## src/rtl/cnn_pkg.sv

```systemverilog
// cnn_pkg
// Shared definitions for the CNN single-layer datapath result stage:
// default widths/depth of the result register file and the FILL/DRAIN
// state encoding used by its drain controller.
// Optional feature used by conv_result_regfile: CONV_RESULT_ACCUM_EN.
// No ports (package).
package cnn_pkg;

    localparam int CNN_DATA_W = 16;
    localparam int CNN_DEPTH  = 15;
    localparam int CNN_ADDR_W = 4;

    typedef enum logic {
        ST_FILL  = 1'b0,
        ST_DRAIN = 1'b1
    } drain_state_t;

endpackage

```

## src/rtl/conv_result_drain_ctrl.sv

```systemverilog
// conv_result_drain_ctrl
// Owns the FILL/DRAIN state, the read pointer and the drain handshake of
// the result register file.
//
// state    | meaning
// ---------+-------------------------------------------------------------
// ST_FILL  | accepting writes; waiting for every slot to be written
// ST_DRAIN | presenting slot rd_ptr downstream; advancing on each accept
//
// Ports:
//   clk        in   clock, rising edge
//   rst_n      in   asynchronous reset, active high
//   mask_full  in   this edge's write completes the valid mask
//   fire       in   out_valid && out_ready this cycle
//   draining   out  state is ST_DRAIN
//   rd_ptr     out  current drain slot, 0..DEPTH-1
//   drain_done out  last slot accepted this cycle; mask must clear
module conv_result_drain_ctrl
    import cnn_pkg::*;
#(
    parameter int DEPTH  = CNN_DEPTH,
    parameter int ADDR_W = CNN_ADDR_W
) (
    input  logic              clk,
    input  logic              rst_n,
    input  logic              mask_full,
    input  logic              fire,
    output logic              draining,
    output logic [ADDR_W-1:0] rd_ptr,
    output logic              drain_done
);

    localparam logic [ADDR_W-1:0] LAST_PTR = ADDR_W'(DEPTH - 1);
    localparam logic [ADDR_W-1:0] PTR_ONE  = ADDR_W'(1);

    drain_state_t      state;
    drain_state_t      state_nxt;
    logic [ADDR_W-1:0] rd_ptr_nxt;

    always_ff @(posedge clk or posedge rst_n) begin
        if (rst_n) begin
            state  <= ST_FILL;
            rd_ptr <= '0;
        end else begin
            state  <= state_nxt;
            rd_ptr <= rd_ptr_nxt;
        end
    end

    always_comb begin
        state_nxt  = state;
        rd_ptr_nxt = rd_ptr;
        drain_done = 1'b0;
        case (state)
            ST_FILL: begin
                if (mask_full) begin
                    state_nxt  = ST_DRAIN;
                    rd_ptr_nxt = '0;
                end
            end
            ST_DRAIN: begin
                if (fire) begin
                    if (rd_ptr == LAST_PTR) begin
                        // wrap explicitly so rd_ptr never reaches DEPTH
                        state_nxt  = ST_FILL;
                        rd_ptr_nxt = '0;
                        drain_done = 1'b1;
                    end else begin
                        rd_ptr_nxt = rd_ptr + PTR_ONE;
                    end
                end
            end
            default: begin
                state_nxt  = ST_FILL;
                rd_ptr_nxt = '0;
            end
        endcase
    end

    assign draining = (state == ST_DRAIN);

endmodule

```

## src/rtl/conv_result_regfile.sv

```systemverilog
// conv_result_regfile
// Result register file behind the write-address counter. Captures each
// multiplier result at its 4-bit write address, tracks which of the DEPTH
// slots are filled, then drains all slots in address order over a
// valid/ready handshake and re-arms for the next window.
//
// Optional feature macro: CONV_RESULT_ACCUM_EN
//   defined   - a rewrite of an already-filled slot accumulates
//               (mem + WriteData, modulo 2^DATA_W)
//   undefined - a rewrite overwrites; no adder is built
//
// Ports:
//   clk        in   clock, rising edge
//   rst_n      in   asynchronous reset, active high
//   Start      in   write strobe for WriteReg/WriteData
//   WriteReg   in   write address (ADDR_W)
//   WriteData  in   result to store (DATA_W)
//   out_valid  out  drain data valid
//   out_ready  in   downstream accepts out_data
//   out_data   out  mem[rd_ptr] while draining, else 0
//   out_addr   out  rd_ptr while draining, else 0
//   full       out  every slot written; high for the whole drain
//   overflow   out  sticky: a write was dropped
module conv_result_regfile
    import cnn_pkg::*;
#(
    parameter int DATA_W = CNN_DATA_W,
    parameter int DEPTH  = CNN_DEPTH,
    parameter int ADDR_W = CNN_ADDR_W
) (
    input  logic              clk,
    input  logic              rst_n,
    input  logic              Start,
    input  logic [ADDR_W-1:0] WriteReg,
    input  logic [DATA_W-1:0] WriteData,
    output logic              out_valid,
    input  logic              out_ready,
    output logic [DATA_W-1:0] out_data,
    output logic [ADDR_W-1:0] out_addr,
    output logic              full,
    output logic              overflow
);

    localparam logic [ADDR_W-1:0] DEPTH_A = ADDR_W'(DEPTH);

    logic [DATA_W-1:0] mem [DEPTH];
    logic [DEPTH-1:0]  valid_mask;
    logic [DEPTH-1:0]  mask_set;
    logic [DEPTH-1:0]  mask_nxt;
    logic              draining;
    logic              drain_done;
    logic              fire;
    logic              addr_ok;
    logic              wr_en;
    logic              wr_drop;
    logic              mask_full;
    logic [ADDR_W-1:0] rd_ptr;

    assign addr_ok = (WriteReg < DEPTH_A);
    assign wr_en   = Start && !draining && addr_ok;
    // covers both an out-of-range address and any write attempted while draining
    assign wr_drop = Start && !wr_en;

    always_comb begin
        mask_set = '0;
        for (int i = 0; i < DEPTH; i++) begin
            if (wr_en && (WriteReg == ADDR_W'(i))) begin
                mask_set[i] = 1'b1;
            end
        end
    end

    assign mask_nxt  = valid_mask | mask_set;
    assign mask_full = wr_en && (&mask_nxt);
    assign fire      = out_valid && out_ready;

    conv_result_drain_ctrl #(
        .DEPTH  (DEPTH),
        .ADDR_W (ADDR_W)
    ) u_drain_ctrl (
        .clk        (clk),
        .rst_n      (rst_n),
        .mask_full  (mask_full),
        .fire       (fire),
        .draining   (draining),
        .rd_ptr     (rd_ptr),
        .drain_done (drain_done)
    );

    always_ff @(posedge clk or posedge rst_n) begin
        if (rst_n) begin
            for (int i = 0; i < DEPTH; i++) begin
                mem[i] <= '0;
            end
        end else begin
            for (int i = 0; i < DEPTH; i++) begin
                if (mask_set[i]) begin
`ifdef CONV_RESULT_ACCUM_EN
                    mem[i] <= valid_mask[i] ? (mem[i] + WriteData) : WriteData;
`else
                    mem[i] <= WriteData;
`endif
                end
            end
        end
    end

    always_ff @(posedge clk or posedge rst_n) begin
        if (rst_n) begin
            valid_mask <= '0;
        end else if (drain_done) begin
            valid_mask <= '0;
        end else begin
            valid_mask <= mask_nxt;
        end
    end

    always_ff @(posedge clk or posedge rst_n) begin
        if (rst_n) begin
            overflow <= 1'b0;
        end else if (wr_drop) begin
            overflow <= 1'b1;
        end
    end

    always_comb begin
        out_data = '0;
        for (int i = 0; i < DEPTH; i++) begin
            if (draining && (rd_ptr == ADDR_W'(i))) begin
                out_data = mem[i];
            end
        end
    end

    assign out_addr  = draining ? rd_ptr : '0;
    assign out_valid = draining;
    assign full      = draining;

endmodule

```

## config.mk

```make
export PLATFORM = sky130hd
export DESIGN_NAME = conv_result_regfile
export DESIGN_NICKNAME = d
export VERILOG_FILES = /design/src/rtl/cnn_pkg.sv /design/src/rtl/conv_result_drain_ctrl.sv /design/src/rtl/conv_result_regfile.sv
export SDC_FILE = /design/constraint.sdc
export NUM_CORES = 1
export LEC_CHECK = 0
export BUFFER_PORTS_ARGS = -buffer_cell sky130_fd_sc_hd__clkbuf_2
export CORE_UTILIZATION = 56
export DETAILED_ROUTE_END_ITERATION = 10
export HOLD_SLACK_MARGIN = 0.06
export PLACE_DENSITY = 0.84
export SYNTH_ARGS = -nofsm -noshare
export SYNTH_HDL_FRONTEND = slang
export SYNTH_SLANG_ARGS = --single-unit
```

## constraint.sdc

```tcl
create_clock -name clk -period 9.3 [get_ports clk]
set_input_delay 1.86 -clock clk [delete_from_list [all_inputs] [get_ports clk]]
set_output_delay 1.86 -clock clk [all_outputs]
set_load 0.01 [all_outputs]
```

==> impl_metrics.json <==
{
  "run_status": "complete, no violations",
  "num_vias": 8399,
  "final_hold_viol_count": 0,
  "clock_skew_ns": 0.008873,
  "die_area_um2": 22270,
  "setup_repair_after_global_routing_missed_its_margin": "false",
  "cts_tree": "built",
  "clkSlewWorstSetupHoldPaths_ns": 0.06,
  "post_cts_hold_buffer_count": 0,
  "detail_route.first_pass.iterations": 5,
  "finalSetupViolCount": 0,
  "critical_path.max_fanout": 67,
  "first_global_vias": 8566,
  "worst-endpoint-arrival_ns": 3.86,
  "insertion_delay_ns": 0.54,
  "timing.critical_path.to_type": "output pin",
  "die-width_um": 149.2,
  "dp_hpwl_mm": 20.34,
  "ys_top_cells_by_area": "sky130_fd_sc_hd__dfrtp_1, sky130_fd_sc_hd__mux2_2, sky130_fd_sc_hd__mux4_2",
  "ys_seq_elements": 261,
  "numClockSinks": 261,
  "synth_simple_gate_area_share_pct": 6.236,
  "vdd_drop_max_uv": 144.1,
  "grt_first_pass_wirelength_mm": 50.18,
  "worstMarginPinSlew_ns": 1.187,
  "critPathRequiredTime_ns": 7.44,
  "synth_top_family_by_area": "multiplexers",
  "synthesis.nets": 997,
  "synth_fa_ha_area_share_pct": 0,
  "slew_headroom_pct": 20.84,
  "ys_types": 56,
  "antenna_cells": 0,
  "layout-drive-gt1-share_pct": 36.97,
  "grt_antenna_before_repair": 0,
  "routed_wirelength_mm": 31.88,
  "yosys-mux-area-fraction_pct": 26.65,
  "power_leakage_nw": 6.282,
  "initial_core_util_pct": 57.38,
  "synthesis.instances": 973,
  "place_congestion": 0.9691,
  "grt_start_max_net_pins": 143,
  "postCtsResizedCells": 0,
  "dominantRegCellSynth": "sky130_fd_sc_hd__dfrtp_1",
  "drt-vias-per-instance": 6.598,
  "synthesis.area_um2": 12140,
  "drc_violation_count_after_routing": 0,
  "netlist_top_cells_count": "sky130_fd_sc_hd__dfrtp_1, sky130_fd_sc_hd__mux2_2, sky130_fd_sc_hd__nand2_1",
  "n_fill_cell": 1498,
  "starting_drc_count_in_detailed_routing": 897,
  "antenna_left": 0,
  "total_routing_usage_reported_by_global_routing_pct": 29.55,
  "asyncSetResetFlopFracSynth_pct": 100.0,
  "final.setup.tns_ns": 0,
  "ctsRootBufferMaster": "sky130_fd_sc_hd__clkbuf_16",
  "core.rowCount": 53,
  "yosysWarningCount": 0,
  "timing.final.crit_period_ns": 5.723,
  "global_route_total_overflow": 0,
  "clock_path_buffers": 3,
  "io_pins": 47,
  "core-area_um2": 21150,
  "die_h_um": 149.2,
  "maxSlewViolCount": 0,
  "power_per_cell_area_nw_per_um2": 321.1,
  "netlist.area_leader.share_pct": 53.81,
  "avgRoutedWirePerCell_um": 25.04,
  "synthesis.area_per_instance_um2": 12.47,
  "layout.cells.non_filler": 1273,
  "cts_buffers": 27,
  "fin_crit_sh_pct": 61.54,
  "worst_hold_path_type": "reg2reg",
  "totalPowerFinal_mw": 4.308,
  "numPortBuffers": 46,
  "type_of_the_setup_path_with_the_least_slack": "reg2out",
  "post-synth-top-area-cell": "sky130_fd_sc_hd__dfrtp_1",
  "cts_post_setup_buffers_inserted": 0,
  "place.detailed.instances": 1223,
  "area.sequential_um2": 6536,
  "synth-edff-count": 0,
  "synth_compound_area_share_pct": 10.12,
  "synthMostInstantiatedCell": "sky130_fd_sc_hd__dfrtp_1",
  "multi_input_comb_area_um2": 5220,
  "critPathLaunchType": "register",
  "syn_to_final_growth_pct": 10.52,
  "count_of_maximum_capacitance_violations": 0,
  "synth_xor_xnor_area_share_pct": 0,
  "max_clock_freq_mhz": 174.7,
  "clock_tree.htree_level_count": 1,
  "synth_seq_area_share_pct": 53.81,
  "final_nets": 1001
}
flip-flops by register name (all words and copies together), names as in the netlist:
register and cells:
u_drain_ctrl.rd_ptr 4, overflow 1, u_drain_ctrl.draining 1, mem 240, valid_mask 15
placed cells by master, fill, tap and decap left out, types with 3 or more instances in the layout:
master | netlist | final
sky130_fd_sc_hd__nand2b_1 | 5 | 5
sky130_fd_sc_hd__a221oi_1 | 3 | 3
sky130_fd_sc_hd__buf_4 | 2 | 6
sky130_fd_sc_hd__dfrtp_1 | 261 | 259
sky130_fd_sc_hd__clkbuf_16 | 0 | 27
sky130_fd_sc_hd__nor3_1 | 3 | 3
sky130_fd_sc_hd__and4bb_2 | 3 | 3
sky130_fd_sc_hd__and2_1 | 11 | 11
sky130_fd_sc_hd__mux4_2 | 12 | 12
sky130_fd_sc_hd__clkbuf_8 | 0 | 10
sky130_fd_sc_hd__a21oi_1 | 40 | 40
sky130_fd_sc_hd__o211ai_1 | 3 | 3
sky130_fd_sc_hd__a22oi_1 | 14 | 14
sky130_fd_sc_hd__bufinv_16 | 0 | 4
sky130_fd_sc_hd__o31ai_1 | 3 | 3
sky130_fd_sc_hd__nor4_1 | 5 | 5
sky130_fd_sc_hd__o22ai_1 | 22 | 22
sky130_fd_sc_hd__a222oi_1 | 4 | 4
sky130_fd_sc_hd__a31oi_1 | 10 | 10
sky130_fd_sc_hd__o221ai_1 | 13 | 13
sky130_fd_sc_hd__inv_1 | 9 | 8
sky130_fd_sc_hd__mux2i_1 | 16 | 16
sky130_fd_sc_hd__clkinv_1 | 3 | 3
sky130_fd_sc_hd__nand3_1 | 9 | 9
sky130_fd_sc_hd__a221o_1 | 5 | 5
sky130_fd_sc_hd__clkbuf_2 | 0 | 46
sky130_fd_sc_hd__and3_1 | 4 | 4
sky130_fd_sc_hd__nor2b_1 | 7 | 7
sky130_fd_sc_hd__nand2_1 | 58 | 58
sky130_fd_sc_hd__nor2_1 | 43 | 43
sky130_fd_sc_hd__a211oi_1 | 4 | 4
sky130_fd_sc_hd__mux2_2 | 248 | 248
sky130_fd_sc_hd__clkbuf_1 | 38 | 3
sky130_fd_sc_hd__o21ai_0 | 49 | 49
path summary, 6_finish.rpt:
kind | from | slack (ns) | to | cells past startpoint
max reg2reg | u_drain_ctrl.rd_ptr[0]$_DFFE_PP0P_ | 6.62 | u_drain_ctrl.rd_ptr[1]$_DFFE_PP0P_ | 4
min reg2reg | overflow$_DFFE_PP0P_ | 0.48 | overflow$_DFFE_PP0P_ | 1
max | u_drain_ctrl.rd_ptr[0]$_DFFE_PP0P_ | 3.58 | out_data[14] | 8
min | overflow$_DFFE_PP0P_ | 0.48 | overflow$_DFFE_PP0P_ | 1
max in group asynchronous | rst_n | 6.22 | mem[6]$_DFFE_PP0P_ | 3
min in group asynchronous | rst_n | 1.49 | mem[73]$_DFFE_PP0P_ | 2
through the flow:
stage | area [um2] | util (%) | worst slack [ns] | hold WS, ns
global route | 13420 | 63.42 | 3.469 | 0.4998
finish | 13420 | 63.42 | 3.577 | 0.4763
CTS | 13420 | 63.42 | 3.688 | 0.4835
global placement | 12430 | 58.75 | 4.338 | 0.4383
floorplan | 12140 | - | 0.2565 | 0.4491
detailed placement | 12430 | 58.75 | 4.277 | 0.4682
worst max-delay path, stage by stage, from the launching register on:
cell,delay (ns)
sky130_fd_sc_hd__dfrtp_4,0.54
sky130_fd_sc_hd__buf_4,0.77
sky130_fd_sc_hd__clkinv_1,0.79
sky130_fd_sc_hd__a211o_1,0.45
sky130_fd_sc_hd__o311ai_0,0.11
sky130_fd_sc_hd__a21oi_1,0.08
sky130_fd_sc_hd__o21ai_0,0.21
sky130_fd_sc_hd__o31ai_1,0.13
sky130_fd_sc_hd__clkbuf_2,0.15
layer usage:
metal | vias up | GRT usage (%) | share of wire (%)
li1 | 3590 | - | -
met1 | 4307 | 40.18 | 41
met2 | 417 | 46.56 | 47
met3 | 85 | 6.239 | 8.5
met4 | 0 | 11.43 | 3.8
met5 | - | 0 | 0
cell families (layout without fill, tap and decap cells):
logic type,Yosys count,count (layout)
mux,277,277
flops,261,261
compound gates,190,190
buf+inv,89,114
simple gates,156,156
report_power, final:
group | total, mW | leakage, nW | internal, mW | switching, mW
combinational | 1.32 | 2.36 | 0.600 | 0.724
clock | 1.18 | 0.482 | 0.724 | 0.456
sequential | 1.80 | 3.44 | 1.54 | 0.263
area by class of cell:
| cell class | instances | area share (%) |
|---|---|---|
| clock buffers | 40 | 6.146 |
| clock inverters | 10 | 1.212 |
| inverters | 12 | 0.3917 |
| multi-input cells | 623 | 38.91 |
| flip-flops and latches | 261 | 48.72 |
| well taps | 275 | 2.565 |
| repair buffers | 52 | 2.052 |
Note: power is estimated with default switching activity, not from simulation.
